===== src/rtl/runway_pkg.sv =====
// Shared wind-mode encoding used by the input conditioner and the runway FSM.
package runway_pkg;

  typedef enum logic [1:0] {
    MODE_CALM    = 2'b00,
    MODE_RIGHT   = 2'b01,
    MODE_LEFT    = 2'b10,
    MODE_ILLEGAL = 2'b11
  } mode_e;

  // Only 11 is not a usable wind mode.
  function automatic logic is_legal(mode_e m);
    return (m != MODE_ILLEGAL);
  endfunction

endpackage : runway_pkg


===== src/rtl/sync_2ff.sv =====
// Two-flop synchronizer for asynchronous level inputs, synchronous active-low reset.
module sync_2ff #(
  parameter int unsigned WIDTH = 1
) (
  input  logic             clk_i,
  input  logic             rst_ni,
  input  logic [WIDTH-1:0] d_i,
  output logic [WIDTH-1:0] q_o
);

  logic [WIDTH-1:0] s1_q;
  logic [WIDTH-1:0] s2_q;

  // Shift the raw level through two stages to settle metastability.
  always_ff @(posedge clk_i) begin
    if (!rst_ni) begin
      s1_q <= '0;
      s2_q <= '0;
    end else begin
      s1_q <= d_i;
      s2_q <= s1_q;
    end
  end

  assign q_o = s2_q;

endmodule : sync_2ff


===== src/rtl/runway_input_conditioner.sv =====
// Wind-mode switch debouncer/validator and tick edge detector for the runway FSM.
// A switch code must sit unchanged in the synchronizer output for
// DEBOUNCE_CYCLES edges after it becomes the candidate before it is accepted.
module runway_input_conditioner
  import runway_pkg::*;
#(
  parameter int unsigned DEBOUNCE_CYCLES = 16
) (
  input  logic       clk,
  input  logic       reset,
  input  logic [1:0] sw_raw,
  input  logic       tick_in,
  output logic [1:0] mode,
  output logic       step,
  output logic       restart,
  output logic       err
);

  localparam int unsigned CW = (DEBOUNCE_CYCLES > 1) ? $clog2(DEBOUNCE_CYCLES) : 1;
  localparam logic [CW-1:0] CNT_MAX = CW'(DEBOUNCE_CYCLES - 1);

  logic [1:0]    sync2;
  mode_e         sync2_mode;

  mode_e         cand_q,    cand_d;
  logic [CW-1:0] count_q,   count_d;
  mode_e         mode_q,    mode_d;
  logic          restart_q, restart_d;
  logic          err_q,     err_d;
  logic          step_q,    step_d;
  logic          tick_q;
  logic          armed_q;
  logic          accept;

  sync_2ff #(
    .WIDTH (2)
  ) u_sync (
    .clk_i  (clk),
    .rst_ni (reset),
    .d_i    (sw_raw),
    .q_o    (sync2)
  );

  assign sync2_mode = mode_e'(sync2);

  // Debounce, validate the accepted code and derive the one-cycle pulses.
  always_comb begin
    cand_d    = cand_q;
    count_d   = count_q;
    mode_d    = mode_q;
    restart_d = 1'b0;
    err_d     = err_q;
    accept    = 1'b0;

    if (sync2_mode != cand_q) begin
      cand_d  = sync2_mode;
      count_d = '0;
    end else if (count_q != CNT_MAX) begin
      count_d = count_q + 1'b1;
    end else begin
      // Count saturates, so a stable code is re-accepted every edge; that is
      // harmless because repeats of the current mode produce no restart.
      accept = 1'b1;
    end

    if (accept) begin
      if (is_legal(cand_q)) begin
        err_d = 1'b0;
        if (cand_q != mode_q) begin
          mode_d    = cand_q;
          restart_d = 1'b1;
        end
      end else begin
        err_d = 1'b1;
      end
    end

    // Restart wins over a coincident tick edge; the dropped step is not kept.
    // armed_q masks the first edge after reset, when tick_q is not yet valid.
    step_d = tick_in & ~tick_q & armed_q & ~restart_d;
  end

  // All state and outputs registered, cleared by synchronous reset.
  always_ff @(posedge clk) begin
    if (!reset) begin
      cand_q    <= MODE_CALM;
      count_q   <= '0;
      mode_q    <= MODE_CALM;
      restart_q <= 1'b0;
      err_q     <= 1'b0;
      step_q    <= 1'b0;
      tick_q    <= 1'b0;
      armed_q   <= 1'b0;
    end else begin
      cand_q    <= cand_d;
      count_q   <= count_d;
      mode_q    <= mode_d;
      restart_q <= restart_d;
      err_q     <= err_d;
      step_q    <= step_d;
      tick_q    <= tick_in;
      armed_q   <= 1'b1;
    end
  end

  assign mode    = mode_q;
  assign step    = step_q;
  assign restart = restart_q;
  assign err     = err_q;

endmodule : runway_input_conditioner

===== config.mk =====
export PLATFORM = sky130hd
export DESIGN_NAME = runway_input_conditioner
export DESIGN_NICKNAME = d
export VERILOG_FILES = /design/src/rtl/runway_pkg.sv /design/src/rtl/sync_2ff.sv /design/src/rtl/runway_input_conditioner.sv
export SDC_FILE = /design/constraint.sdc
export NUM_CORES = 1
export LEC_CHECK = 0
export CORE_AREA = 10 10 47 49
export CTS_BUF_LIST = sky130_fd_sc_hd__clkbuf_4 sky130_fd_sc_hd__clkbuf_8 sky130_fd_sc_hd__clkbuf_16
export DETAILED_ROUTE_END_ITERATION = 10
export DIE_AREA = 0 0 57 59
export PLACE_DENSITY = 0.71
export SLEW_MARGIN = 15
export SYNTH_ARGS = -nofsm -noshare
export SYNTH_HDL_FRONTEND = slang
export SYNTH_HIERARCHICAL = 1
export SYNTH_SLANG_ARGS = --single-unit

===== constraint.sdc =====
create_clock -name clk -period 1.6 [get_ports clk]
set_input_delay 0.32 -clock clk [delete_from_list [all_inputs] [get_ports clk]]
set_output_delay 0.32 -clock clk [all_outputs]
set_load 0.005 [all_outputs]

## After elaboration in Yosys (flattened, before gate mapping)

Index checks and enable logic that the tools add are counted.

| word-level totals | value |
|---|---|
| logic and storage cells | 30 |
| flip-flop bits (word level) | 17 |
| output and inout bits | 5 |
| bits of input ports | 5 |

| cells by class | value |
|---|---|
| add/subtract/negate cells | 1 |
| multiplexer cells | 7 |
| equality and inequality tests | 4 |
| bitwise logic cells | 6 |
| reductions and logical operators | 2 |

Operator list:

| kind | number |
|---|---|
| 1-bit two-way mux | 7 |
| 4-bit by 1-bit adder with 4-bit output (second input constant) | 1 |
| 2-bit inequality test | 2 |
| 4-bit inequality test (second input constant) | 1 |
| 1-bit AND | 3 |
| 1-bit NOT | 3 |
| 3-bit AND reduction | 1 |
| 2-bit inequality test (second input constant) | 1 |
| 2-bit OR reduction | 1 |

## Longest topological paths before layout

Gate-level depths: netlist of the first run.

| depth | value |
|---|---|
| depth after elaboration | 6 |
| depth in mapped cells | 5 |
| gate-level depth less buffers | 5 |

## Modules after synthesis

Netlist of the first run, hierarchy kept.

Modules (own cells, without submodules):

| module | cells an instance | area each (um^2) | sequential area each (um^2) | times used |
|---|---|---|---|---|
| runway_input_conditioner | 50 | 511.7 | 260.2 | 1 |
| sync_2ff | 8 | 105.1 | 80.1 | 1 |

## Worst setup path after synthesis of the first run

OpenSTA, ideal clock, no wires.

| timing | value |
|---|---|
| kind | register to register |
| from | register count_q[0] |
| to | register mode_q[1], in the netlist mode[1] |
| library setup time | 0.119 ns |
| arrival time | 1.181 ns |
| buffers on the path | 0 |
| cell stages (with the launch flop) | 5 |
| data required time | 1.481 ns |
| clock period less this slack | 1.299 ns |
| path slack | 0.301 ns |
| path through | dfxtp_1 > ha_1 > nand3_1 > nand3b_4 > o221a_1 |

| between the ends | value |
|---|---|
| cells in the longest elaborated chain, start to end | 4 |

RTL lines:

| item | RTL line | RTL |
|---|---|---|
| start: declaration | runway_input_conditioner.sv:26 | `logic [CW-1:0] count_q, count_d;` |
| start signal: assignment | runway_input_conditioner.sv:96 | `count_q <= count_d;` |
| 4-bit inequality test | runway_input_conditioner.sv:58 | `end else if (count_q != CNT_MAX) begin` |
| 1-bit two-way mux | runway_input_conditioner.sv:58 |  |
| 1-bit two-way mux | runway_input_conditioner.sv:55 | `if (sync2_mode != cand_q) begin` |
| 3-bit AND reduction (no source line) | - |  |
| end signal: assignment | runway_input_conditioner.sv:97 | `mode_q <= mode_d;` |
| end: declaration | runway_input_conditioner.sv:27 | `mode_e mode_q, mode_d;` |

No other way between the ends.
A chain may end at the register's enable or synchronous reset.

## Worst setup path after layout of the first run

| timing | value |
|---|---|
| from | register mode_q[0], in the netlist mode[0] |
| to | output mode[0] |

RTL lines:

| item | RTL line | RTL |
|---|---|---|
| end: declaration | runway_input_conditioner.sv:13 | `output logic [1:0] mode,` |

No word-level cell between the ends.

==> flow_summary.toml, run 1 <==
[run_status]
status = "finished, final reports clean"

[timing]
worst_pin_slew_ps = 267.9
finalSetupTns_ps = 0
fin_hold_ws_ps = 439.5
finClkSkew_ps = 5.967
fmax_mhz = 658.4
maxSlewHeadroom_pct = 82.11
hold_viol = 0
setup_violations = 0
fin_crit_ps = 1519
finalMaxSlewViolations = 0
finalCritPeriodShare_pct = 94.93
rsz0062_at_grt = "no"

[clock_network]
tritoncts = "done"
cts_made_buffers = 3
clockBufferDepth = 2
htree_num_levels = 1
cts_sinks = 17
cts-hold-fix-buffers = 0
path_clk_slew_ps = 90
clock_latency_ps = 290
cts_resized = 0
clock-root-buffer = "clkbuf_4"
cts_setup_buffers = 0

[floorplan]
die_height_microns = 59
fp.dieArea_sq_um = 3363
io-pin-count = 10
initial_core_util_pct = 44.02
rows = 14
core_area_sq_um = 1401
fp.dieW_microns = 57

[min_path]
min_path_type = "reg -> reg"

[critical_path]
critical_path_required_ps = 1280
worstPathCellList = "clkdlybuf4s50_1"
critPathMaxFanout = 4
startpoint_type = "register"
timing_worst_setup_path_type = "reg -> out"
slowest_stage = "clkdlybuf4s50_1"
critPathMaxStageDelay_ps = 520
crit_arrival_ps = 1200
critPathBufInv = 1
r2r_slack_ps = 150
cp-end-kind = "output pin"
crit_family = "buffers and inverters"

[routing]
drt-total-wl_microns = 979
wl_per_cell_microns = 11.13
vias = 445
drtAntennaViolNets = 0
route.detailed.drc = 0
firstDrtPassIters = 3
dr.first_iter.drc_count = 7
vias_per_cell = 5.057

[yosys]
syn_nets = 64
netlist_area_sq_um = 616.8
ys_top_cells_by_count = "dfxtp_1, and2_1, nor2_1, nand3_1"
synthTopCellsByArea = "dfxtp_1, and2_1, xnor2_2, nor2_1, nand3_1"
yosysMostFrequentCell = "dfxtp_1"
async_flop_share_pct = 0
yosys.area.top_type = "dfxtp_1"
synth_top_flop_cell = "dfxtp_1"
synth_seq_cells = 17
yosys_warnings = 6
synth_cell_types = 20
synth_edf_count = 0
ys_seq_area_share_pct = 55.17
netlist_instances = 58
avgSynthCellArea_sq_um = 10.64
synth_top_area_share_pct = 55.17

[global_routing]
antenna_found_initial = 0
grt_pass1_wl_mm = 1.718
grt_max_degree = 12
grt_pass1_vias = 425
grt_overflow = 0
track_usage_pct = 6.446

[placement]
gp_congestion = 0.6927
dp_hpwl_microns = 751.8
numPortBuffers = 9

[job]
cap_violations = 0

[pwr]
vdd_ir_drop_max_uv = 540.8
p_leak_nw = 0.3062
power_density_nw_per_um2 = 963.9

[final_layout]
n_antenna_cell = 0
syn2layout_area_growth_pct = 23.93
seqCellArea_sq_um = 340.3
nets = 79
drive_gt1_share_pct = 11.11
fillers = 141
multi_input_area_sq_um = 265.3
[final cells by class]
class / count / area share, %
inverter: 3 / 1.473
sequential: 17 / 44.52
clock buffer: 4 / 3.928
multi-input combinational: 38 / 34.70
timing repair buffer: 10 / 12.77
tap: 16 / 2.619
[cell usage in the layout, fill, tap and decap left out, drive strengths merged]
| cell type | instances |
|---|---|
| buf | 1 |
| xnor2 | 3 |
| a21oi | 3 |
| nor3 | 1 |
| inv | 3 |
| nor2 | 7 |
| and2 | 7 |
| o221a | 2 |
| o22ai | 1 |
| o21ai | 1 |
| dfxtp | 17 |
| mux2i | 1 |
| nand3 | 5 |
| nand3b | 2 |
| nor3b | 1 |
| nand2 | 1 |
| clkdlybuf4s50 | 9 |
| ha | 1 |
| a211oi | 1 |
| clkbuf | 4 |
| a31oi | 1 |
[logic make-up (layout without fill, tap and decap cells)]
family,Yosys count,after routing,share of synthesized area (%)
buf+inv,3,17,1.825
flops,17,17,55.17
xor+xnor,3,3,6.694
mux,1,1,1.623
compound gates,9,9,10.14
simple gates,24,24,22.51
fa+ha+maj,1,1,2.028
[sequential cells by signal, summed over array words and instances, names as in the netlist, 2 cells and up]
register,cells
cand_q,2
count_q,4
mode,2
u_sync/q_o,2
u_sync/s1_q,2
[report_power, final]
group          internal, mW  leakage (nW)  switching [mW]  total (mW)
Combinational        0.0288         0.149          0.0204      0.0491
Sequential            0.438         0.139          0.0119       0.450
Clock                 0.114        0.0184           0.124       0.238
Total                 0.581         0.306           0.156       0.737
[metrics by stage]
step / area [sq um] / power (mW) / cells / utilization, % / setup WS [ps]
floorplan: 616.8 / 0.4859 / 58 / - / 300.7
global placement: 734.5 / 0.5067 / 84 / 52.41 / 251.9
detailed placement: 734.5 / 0.5099 / 84 / 52.41 / 189.6
CTS: 764.5 / 0.7501 / 88 / 54.55 / 60.36
global route: 764.5 / 0.7728 / 88 / 54.55 / 29.49
finish: 764.5 / 0.7369 / 88 / 54.55 / 81.17
[path summary, 6_finish.rpt]
check / start / endpoint / cells after the start
hold reg to reg: u_sync/s1_q[0] / u_sync/q_o[0] / 1
setup reg to reg: count_q[0] / mode[1] / 4
hold / removal: u_sync/s1_q[0] / u_sync/q_o[0] / 1
setup / recovery: mode[0] / mode[0] / 1
[per-layer routing]
metal	share of wire [%]	wire, microns	GRT usage [%]	vias to the layer above
li1	-	-	-	228
met1	51	501	7.282	200
met2	37	365	8.372	12
met3	8.2	80	3.433	5
met4	3.2	31	6.040	0
met5	0	0	0	-
(Power assumes the default switching activity.)
==> run 2, diff against run 1 <==
- DONT_BUFFER_PORTS: unset -> 1
- PLACE_DENSITY: 0.71 -> unset
- clock period: 1.6 -> 1.2 ns (I/O delays scaled with it)
==> flow_summary.toml, run 2 (synthesized netlist as in run 1, its figures left out) <==
[timing]
maxSlewHeadroom_pct = 82.63
finClkSkew_ps = 1.878
worst_pin_slew_ps = 259.2
finalWorstSetupSlack_ps = 38.76
hold_viol = 0
finalCritPeriodShare_pct = 96.77
fin_crit_ps = 1161
finalSetupTns_ps = 0
fmax_mhz = 861.1
finalMaxSlewViolations = 0
setup_violations = 0

[floorplan]
fp.dieArea_sq_um = 3363
die_height_microns = 59
initial_core_util_pct = 44.02
rows = 14
fp.dieW_microns = 57
core_area_sq_um = 1401
io-pin-count = 10

[routing]
route.detailed.drc = 0
firstDrtPassIters = 2
vias_per_cell = 5.318
drtAntennaViolNets = 0
drt-total-wl_mm = 1.073
wl_per_cell_microns = 12.62
dr.first_iter.drc_count = 4
vias = 452

[final_layout]
post-route-cell-area_sq_um = 750.7
syn2layout_area_growth_pct = 21.70
drive_gt1_share_pct = 28.99
regMostFlops = "count_q"
largest_register_ffs = 4
nets = 76
layout_commonest_cell = "dfxtp_1"
layout_common_cells = "dfxtp_1, and2_1, nor2_1, buf_4"
final_util_pct = 53.57
n_antenna_cell = 0

[global_routing]
grt_overflow = 0
grt_max_degree = 14
grt_pass1_vias = 431
antenna_found_initial = 0
track_usage_pct = 6.588
grt_pass1_wl_mm = 1.773

[placement]
dp_hpwl_microns = 775.9
gp_congestion = 0.7462
place_area_sq_um = 676.9
numPortBuffers = 0
pre_cts_ws_ps = 32.50

[pwr]
power_density_nw_per_um2 = 1288
p_leak_nw = 0.3047
vdd_ir_drop_max_uv = 858.5
finalPower_uw = 966.7

[critical_path]
rr_startpoint = "count_q[0]"
regToRegEndpoint = "mode[0]"
critPathMaxFanout = 7
r2r_cells = 4
crit_arrival_ps = 1340
startpoint_type = "register"
timing_worst_setup_path_type = "reg -> reg"
r2r_slack_ps = 40
critical_path_required_ps = 1380
cp-end-kind = "register"

[job]
cap_violations = 0

[min_path]
min_path_type = "in -> reg"
holdPathEnd = "u_sync/s1_q[0]"
hold_depth = 1
hold_start = "sw_raw[0]"

[clock_network]
clockBufferDepth = 2
cts_made_buffers = 3
clock-root-buffer = "clkbuf_4"
path_clk_slew_ps = 100
tritoncts = "done"
clock_latency_ps = 280
cts_sinks = 17
htree_num_levels = 1

[run_status]
status = "finished, final reports clean"
==> run 2: final cells by class <==
| type | count | area, sq um |
|---|---|---|
| Fill cell | 132 | 650.6 |
| Multi-Input combinational cell | 38 | 290.3 |
| Tap cell | 16 | 20.02 |
| Inverter | 3 | 11.26 |
| Timing Repair Buffer | 7 | 55.05 |
| Sequential cell | 17 | 346.6 |
| Clock buffer | 3 | 22.52 |
| Clock inverter | 1 | 5.005 |
==> run 2: where the power goes <==
group,switching [mW],internal [mW],total [mW]
clock,0.173,0.124,0.297
sequential,0.0186,0.586,0.604
combinational,0.0262,0.0397,0.0659
total,0.218,0.749,0.967
==> run 2: metal layers <==
layer  GRT usage, %  wire (microns)  share of wire (%)
met2          9.922             492                 46
met1          7.195             498                 46
met4          3.691              10               0.93
met3          3.648              71                6.6
met5              0               0                  0
==> run 2: worst max path at each step <==
stage,from,to,slack (ps),cells past startpoint
2_1_floorplan,count_q[0],mode[1],10,4
3_3_place_gp,cand_q[1],restart,60,3
3_5_place_dp,count_q[0],mode[0],30,4
4_1_cts,count_q[0],mode[0],7,5
5_1_grt,count_q[0],mode[0],-20,4
6_report,count_q[0],mode[0],40,4
==> run 2: timing repair <==
action	CTS	global route
endpoints found under the setup margin	1	5
endpoints found under the hold margin	1	0
hold buffers	1	0
gates resized for setup	1	4
pin swaps	0	2
buffers inserted	0	2
==> run 2: stage by stage <==
stage,std cells,hold WS (ps)
2_1_floorplan,58,267.7
3_3_place_gp,78,268.5
3_5_place_dp,78,268.5
4_1_cts,83,67.04
5_1_grt,85,52.62
6_report,85,73.12
==> run 2: critical path, stage by stage, from the launching register on <==
cell	delay, ps
dfxtp_2	390
ha_4	150
nand3_2	70
nand3b_4	200
o221a_1	260
